[src/rtl/uart_pkg.sv]
// Shared definitions for the UART transmitter: FSM encoding, parity selectors
// and the oversampling factor that turns prescale into a bit period.
package uart_pkg;

   localparam int OVERSAMPLE  = 8;

   localparam int PARITY_NONE = 0;
   localparam int PARITY_EVEN = 1;
   localparam int PARITY_ODD  = 2;

   typedef enum logic [2:0] {
      IDLE   = 3'd0,
      START  = 3'd1,
      DATA   = 3'd2,
      PARITY = 3'd3,
      STOP   = 3'd4
   } tx_state_e;

   // Bit period in clk cycles; a prescale of zero is treated as one.
   function automatic logic [18:0] bit_period(input logic [15:0] prescale);
      logic [15:0] eff;
      eff = (prescale == 16'd0) ? 16'd1 : prescale;
      return 19'(eff) * 19'(OVERSAMPLE);
   endfunction

endpackage

[src/rtl/uart_baud_tick.sv]
// Bit-period timer: one-cycle tick on the last cycle of every bit period,
// held at zero while disabled and cleared by restart at frame start.
module uart_baud_tick
   import uart_pkg::*;
(
   input  logic        clk,
   input  logic        rst,
   input  logic        enable,
   input  logic        restart,
   input  logic [15:0] prescale,
   output logic        tick
);

   logic [18:0] cnt_q;
   logic [18:0] cnt_d;
   logic [18:0] period_m1;

   // NOTE: every always_comb output gets a default first so no path can infer a latch.
   always_comb begin
      period_m1 = bit_period(prescale) - 19'd1;
      tick      = enable && (cnt_q == period_m1);
      cnt_d     = cnt_q + 19'd1;
      if (restart || !enable || tick) begin
         cnt_d = '0;
      end
   end

   // NOTE: sequential state uses non-blocking assignments only.
   always_ff @(posedge clk) begin
      if (!rst) begin
         cnt_q <= '0;
      end else begin
         cnt_q <= cnt_d;
      end
   end

endmodule

[src/rtl/uart_tx_param.sv]
// Parameterised UART transmitter with an AXI-Stream style input: start bit,
// DATA_WIDTH bits LSB first, optional parity, then STOP_BITS stop bits.
module uart_tx_param
   import uart_pkg::*;
#(
   parameter int DATA_WIDTH  = 8,
   parameter int PARITY_MODE = PARITY_NONE,
   parameter int STOP_BITS   = 1
) (
   input  logic                  clk,
   input  logic                  rst,
   input  logic [DATA_WIDTH-1:0] s_axis_tdata,
   input  logic                  s_axis_tvalid,
   output logic                  s_axis_tready,
   input  logic [15:0]           prescale,
   output logic                  txd,
   output logic                  busy,
   output logic                  frame_done
);

   if (DATA_WIDTH < 5 || DATA_WIDTH > 16) begin : g_bad_data_width
      $error("uart_tx_param: DATA_WIDTH must be in 5..16");
   end
   if (PARITY_MODE < PARITY_NONE || PARITY_MODE > PARITY_ODD) begin : g_bad_parity_mode
      $error("uart_tx_param: PARITY_MODE must be 0, 1 or 2");
   end
   if (STOP_BITS != 1 && STOP_BITS != 2) begin : g_bad_stop_bits
      $error("uart_tx_param: STOP_BITS must be 1 or 2");
   end

   localparam int              CNT_W     = $clog2(DATA_WIDTH + 1);
   localparam logic [CNT_W-1:0] ALL_BITS = CNT_W'(DATA_WIDTH);
   localparam logic            LAST_STOP = 1'(STOP_BITS - 1);

   tx_state_e             state_q, state_d;
   logic [DATA_WIDTH-1:0] data_q, data_d;
   logic [CNT_W-1:0]      bit_cnt_q, bit_cnt_d, bits_sent;
   logic                  stop_cnt_q, stop_cnt_d;
   logic                  parity_q, parity_d;
   logic [15:0]           prescale_q, prescale_d;
   logic                  txd_q, txd_d;
   logic                  ready_q;
   logic                  restart;
   logic                  tick;

   uart_baud_tick u_baud_tick (
      .clk      (clk),
      .rst      (rst),
      .enable   (busy),
      .restart  (restart),
      .prescale (prescale_q),
      .tick     (tick)
   );

   always_comb begin
      state_d    = state_q;
      data_d     = data_q;
      bit_cnt_d  = bit_cnt_q;
      stop_cnt_d = stop_cnt_q;
      parity_d   = parity_q;
      prescale_d = prescale_q;
      restart    = 1'b0;
      frame_done = 1'b0;
      bits_sent  = bit_cnt_q + CNT_W'(1);

      case (state_q)
         IDLE: begin
            if (s_axis_tvalid && ready_q) begin
               state_d    = START;
               data_d     = s_axis_tdata;
               prescale_d = prescale;
               parity_d   = (^s_axis_tdata) ^ (PARITY_MODE == PARITY_ODD);
               bit_cnt_d  = '0;
               stop_cnt_d = 1'b0;
               restart    = 1'b1;
            end
         end
         START: begin
            if (tick) state_d = DATA;
         end
         DATA: begin
            if (tick) begin
               data_d    = data_q >> 1;
               bit_cnt_d = bits_sent;
               if (bits_sent == ALL_BITS) begin
                  bit_cnt_d = '0;
                  state_d   = (PARITY_MODE != PARITY_NONE) ? PARITY : STOP;
               end
            end
         end
         PARITY: begin
            if (tick) state_d = STOP;
         end
         STOP: begin
            if (tick) begin
               if (stop_cnt_q == LAST_STOP) begin
                  state_d    = IDLE;
                  stop_cnt_d = 1'b0;
                  frame_done = 1'b1;
               end else begin
                  stop_cnt_d = 1'b1;
               end
            end
         end
         default: state_d = IDLE;
      endcase

      // Line level follows the next state so txd leaves a flop and cannot glitch.
      case (state_d)
         START:   txd_d = 1'b0;
         DATA:    txd_d = data_d[0];
         PARITY:  txd_d = parity_d;
         default: txd_d = 1'b1;
      endcase
   end

   // NOTE: ready has its own flop so it stays low through reset without any path from tvalid.
   always_ff @(posedge clk) begin
      if (!rst) begin
         state_q    <= IDLE;
         data_q     <= '0;
         bit_cnt_q  <= '0;
         stop_cnt_q <= 1'b0;
         parity_q   <= 1'b0;
         prescale_q <= '0;
         txd_q      <= 1'b1;
         ready_q    <= 1'b0;
      end else begin
         state_q    <= state_d;
         data_q     <= data_d;
         bit_cnt_q  <= bit_cnt_d;
         stop_cnt_q <= stop_cnt_d;
         parity_q   <= parity_d;
         prescale_q <= prescale_d;
         txd_q      <= txd_d;
         ready_q    <= (state_d == IDLE);
      end
   end

   assign s_axis_tready = ready_q;
   assign busy          = (state_q != IDLE);
   assign txd           = txd_q;

endmodule

[config.mk]
export PLATFORM = sky130hd
export DESIGN_NAME = uart_tx_param
export DESIGN_NICKNAME = d
export VERILOG_FILES = /design/src/rtl/uart_pkg.sv /design/src/rtl/uart_baud_tick.sv /design/src/rtl/uart_tx_param.sv
export SDC_FILE = /design/constraint.sdc
export NUM_CORES = 1
export LEC_CHECK = 0
export BUFFER_PORTS_ARGS = -buffer_cell sky130_fd_sc_hd__buf_4
export CORE_MARGIN = 2
export CORE_UTILIZATION = 53
export CTS_CLUSTER_DIAMETER = 200
export DETAILED_ROUTE_END_ITERATION = 10
export GPL_TIMING_DRIVEN = 0
export PLACE_DENSITY_LB_ADDON = 0.2
export SYNTH_ARGS = -nofsm -noshare
export SYNTH_HDL_FRONTEND = slang
export SYNTH_SLANG_ARGS = --single-unit
[constraint.sdc]
create_clock -name clk -period 3.8 [get_ports clk]
set_input_delay 0.76 -clock clk [delete_from_list [all_inputs] [get_ports clk]]
set_output_delay 0.76 -clock clk [all_outputs]
set_load 0.01 [all_outputs]
==> impl_metrics.ini <==
[critical_path]
worstSetupEndpoint = frame_done
required_ps = 3040
crit_path_end_kind = output port
reg2regPathDepth = 15
worstReg2RegStart = prescale_q[2]
crit_fanout = 6
r2r_slack_ps = -40
critPathKind = reg -> out
critPathLaunchType = register
worstReg2RegEnd = bit_cnt_q[2]
arrival_ps = 3180
crit_path_start = prescale_q[2]

[logic_synthesis]
yosysMostFrequentCell = nand2_1
postSynthCellCount = 382
yosys_warnings = 0
synth_edf_count = 0
ys_seq_area_share_pct = 35.1
synth.top_cell.area_share_pct = 35.1
synth_area_leaders = dfxtp_1 (35%), nand2_1 (7.1%), xnor2_1 (6.7%)
synthTopCellsByCount = nand2_1 (57), dfxtp_1 (53), nor2_1 (46), xnor2_1 (23), clkbuf_1 (21)
syn_area_per_cell_um2 = 7.91
synth.distinct_cells = 59
syn_area_um2 = 3020
synthArstFlopShare_pct = 0
synth.largest_area_cell = dfxtp_1
synthFlopType = dfxtp_1
syn_nets = 413
synth-seq-cells = 53

[global_route]
grt_pass1_wl_um = 12000
track_usage_pct = 24.1
grt-ovfl-total = 0
antenna_found_initial = 0
grt_max_degree = 17
grt_pass1_vias = 2638

[timing]
whs_ps = 459
hold_viol_final = 0
fmax_mhz = 254
finalMaxSlewViolations = 0
finClkSkew_ps = 8.62
period_share_pct = 104
rsz0062_at_grt = yes
setup_ws_ps = -137
setup_viol = 2
tightestPinTransition_ps = 701
slew_headroom_pct = 52.7
period_needed_ps = 3940
fin_tns_setup_ps = -176

[min_path]
worstHoldStart = u_baud_tick.cnt_q[0]
hold_class = reg -> reg

[clocking]
clockRootBuffer = clkbuf_8
htreeDepth = 2
insertion_delay_ps = 310
cts-buffers-inserted = 5
numClockSinks = 53
clk_pin_slew_worst_paths_ps = 90
cts_tree = built
cts_buffer_depth = 2

[cells_and_area]
antennaDiodeCount = 0
nFillCells = 430
design_area_um2 = 3820
multi_input_area_um2 = 1980
final_nets = 468
syn2layout_area_growth_pct = 26.5
layout-drive-gt1-share_pct = 25.1
regArea_um2 = 1110
post-route-util_pct = 69.5

[floorplanning]
ios = 31
core-area_um2 = 5510
start_util_pct = 54.9
die_x_um = 79.5
die_area_um2 = 6320
dieHeight_um = 79.5
row_count = 27

[power]
p_per_area_nw_per_um2 = 353
p_total_mw = 1.35
total_leakage_power_nw = 1.40
ir_drop_mv = 0.214

[run_status]
status = complete, but fails checks
violations = setup timing

[drt]
vias = 2936
wl_per_cell_um = 15.1
drc = 0
antenna_left = 0
drt_iter0_drc = 158
dr.pass1.iters = 4
routed_wl_um = 7680
routed_via_density = 5.76

[place]
place_hpwl_um = 5100
placed_area_um2 = 3360
port_buffers = 30
gp_congestion = 0.903

[flow_run]
maxCapViolations = 0
worst max-delay path, cell delays in order (launching register included):
cell and delay [ps]:
dfxtp_4 370, or4_4 540, nor4_4 300, nor2_1 90, ha_2 190, or3b_4 240
buf_4 130, nor4_2 50, mux2_2 290, a32oi_2 220, o211ai_4 130, nor4_4 150
buf_4 160
placed cells by master, fill, tap and decap left out, types with 9 or more instances in the layout:
master	Yosys	layout
nand2_1	57	57
buf_4	1	55
nor2_1	46	46
dfxtp_1	53	38
xnor2_1	23	23
xor2_1	18	18
clkbuf_1	21	17
nand3_1	17	16
a21boi_0	14	14
a21oi_1	14	11
dfxtp_4	0	11
nand4_1	10	10
nor3_1	9	9
power breakdown:
| part | switching (mW) | internal [mW] |
|---|---|---|
| combinational | 0.190 | 0.167 |
| clock | 0.194 | 0.215 |
| sequential | 0.0151 | 0.570 |
| total | 0.400 | 0.952 |
how the worst min path moves through the flow:
stage | slack, ps | cells after the start | endpoint
after global routing | 470 | 1 | u_baud_tick.cnt_q[0]
after detailed placement | 440 | 1 | u_baud_tick.cnt_q[0]
after floorplan | 420 | 1 | u_baud_tick.cnt_q[0]
final | 460 | 1 | u_baud_tick.cnt_q[0]
after global placement | 430 | 1 | u_baud_tick.cnt_q[0]
after CTS | 460 | 1 | u_baud_tick.cnt_q[0]
flip-flops by register name, summed over array words and instances (netlist names):
name / cells
data_q: 8
u_baud_tick.cnt_q: 19
prescale_q: 16
bit_cnt_q: 4
state_q: 3
parity_q: 1
txd: 1
s_axis_tready: 1
kinds of logic after synthesis:
| family | synth area share (%) |
|---|---|
| mux | 1.03 |
| buf+inv | 4.51 |
| fa+ha+maj | 1.66 |
| flops | 35.1 |
| xor+xnor | 11.9 |
| compound gates | 16.1 |
| simple gates | 29.7 |
per-stage QoR:
stage	setup WS [ps]	cells
final	-137	510
after global placement	-593	484
after CTS	-342	502
after detailed placement	-590	484
after global routing	-244	510
after floorplan	16.1	382
routing by layer:
metal	up-vias	share of wire, %	track usage (%)
li1	1437	-	-
met1	1404	43	29.1
met2	78	51	42.8
met3	17	3.7	4.19
met4	0	2.1	8.45
met5	-	0	0
repair_timing:
item | CTS | global route
hold buffers | 0 | 0
buffers inserted | 12 | 12
endpoints found under the setup margin | 37 | 27
hold endpoints to repair | 0 | 0
resized for setup | 43 | 25
pin swaps | 8 | 17
area by class of cell:
| type | count | share of cell area [%] |
|---|---|---|
| Timing Repair Buffer | 54 | 10.6 |
| Inverter | 8 | 0.785 |
| Sequential cell | 53 | 28.9 |
| Buffer | 20 | 2.29 |
| Multi-Input combinational cell | 295 | 51.9 |
| Clock inverter | 2 | 0.981 |
| Tap cell | 72 | 2.36 |
| Clock buffer | 6 | 2.16 |
Power figures use the tool's default switching activity.
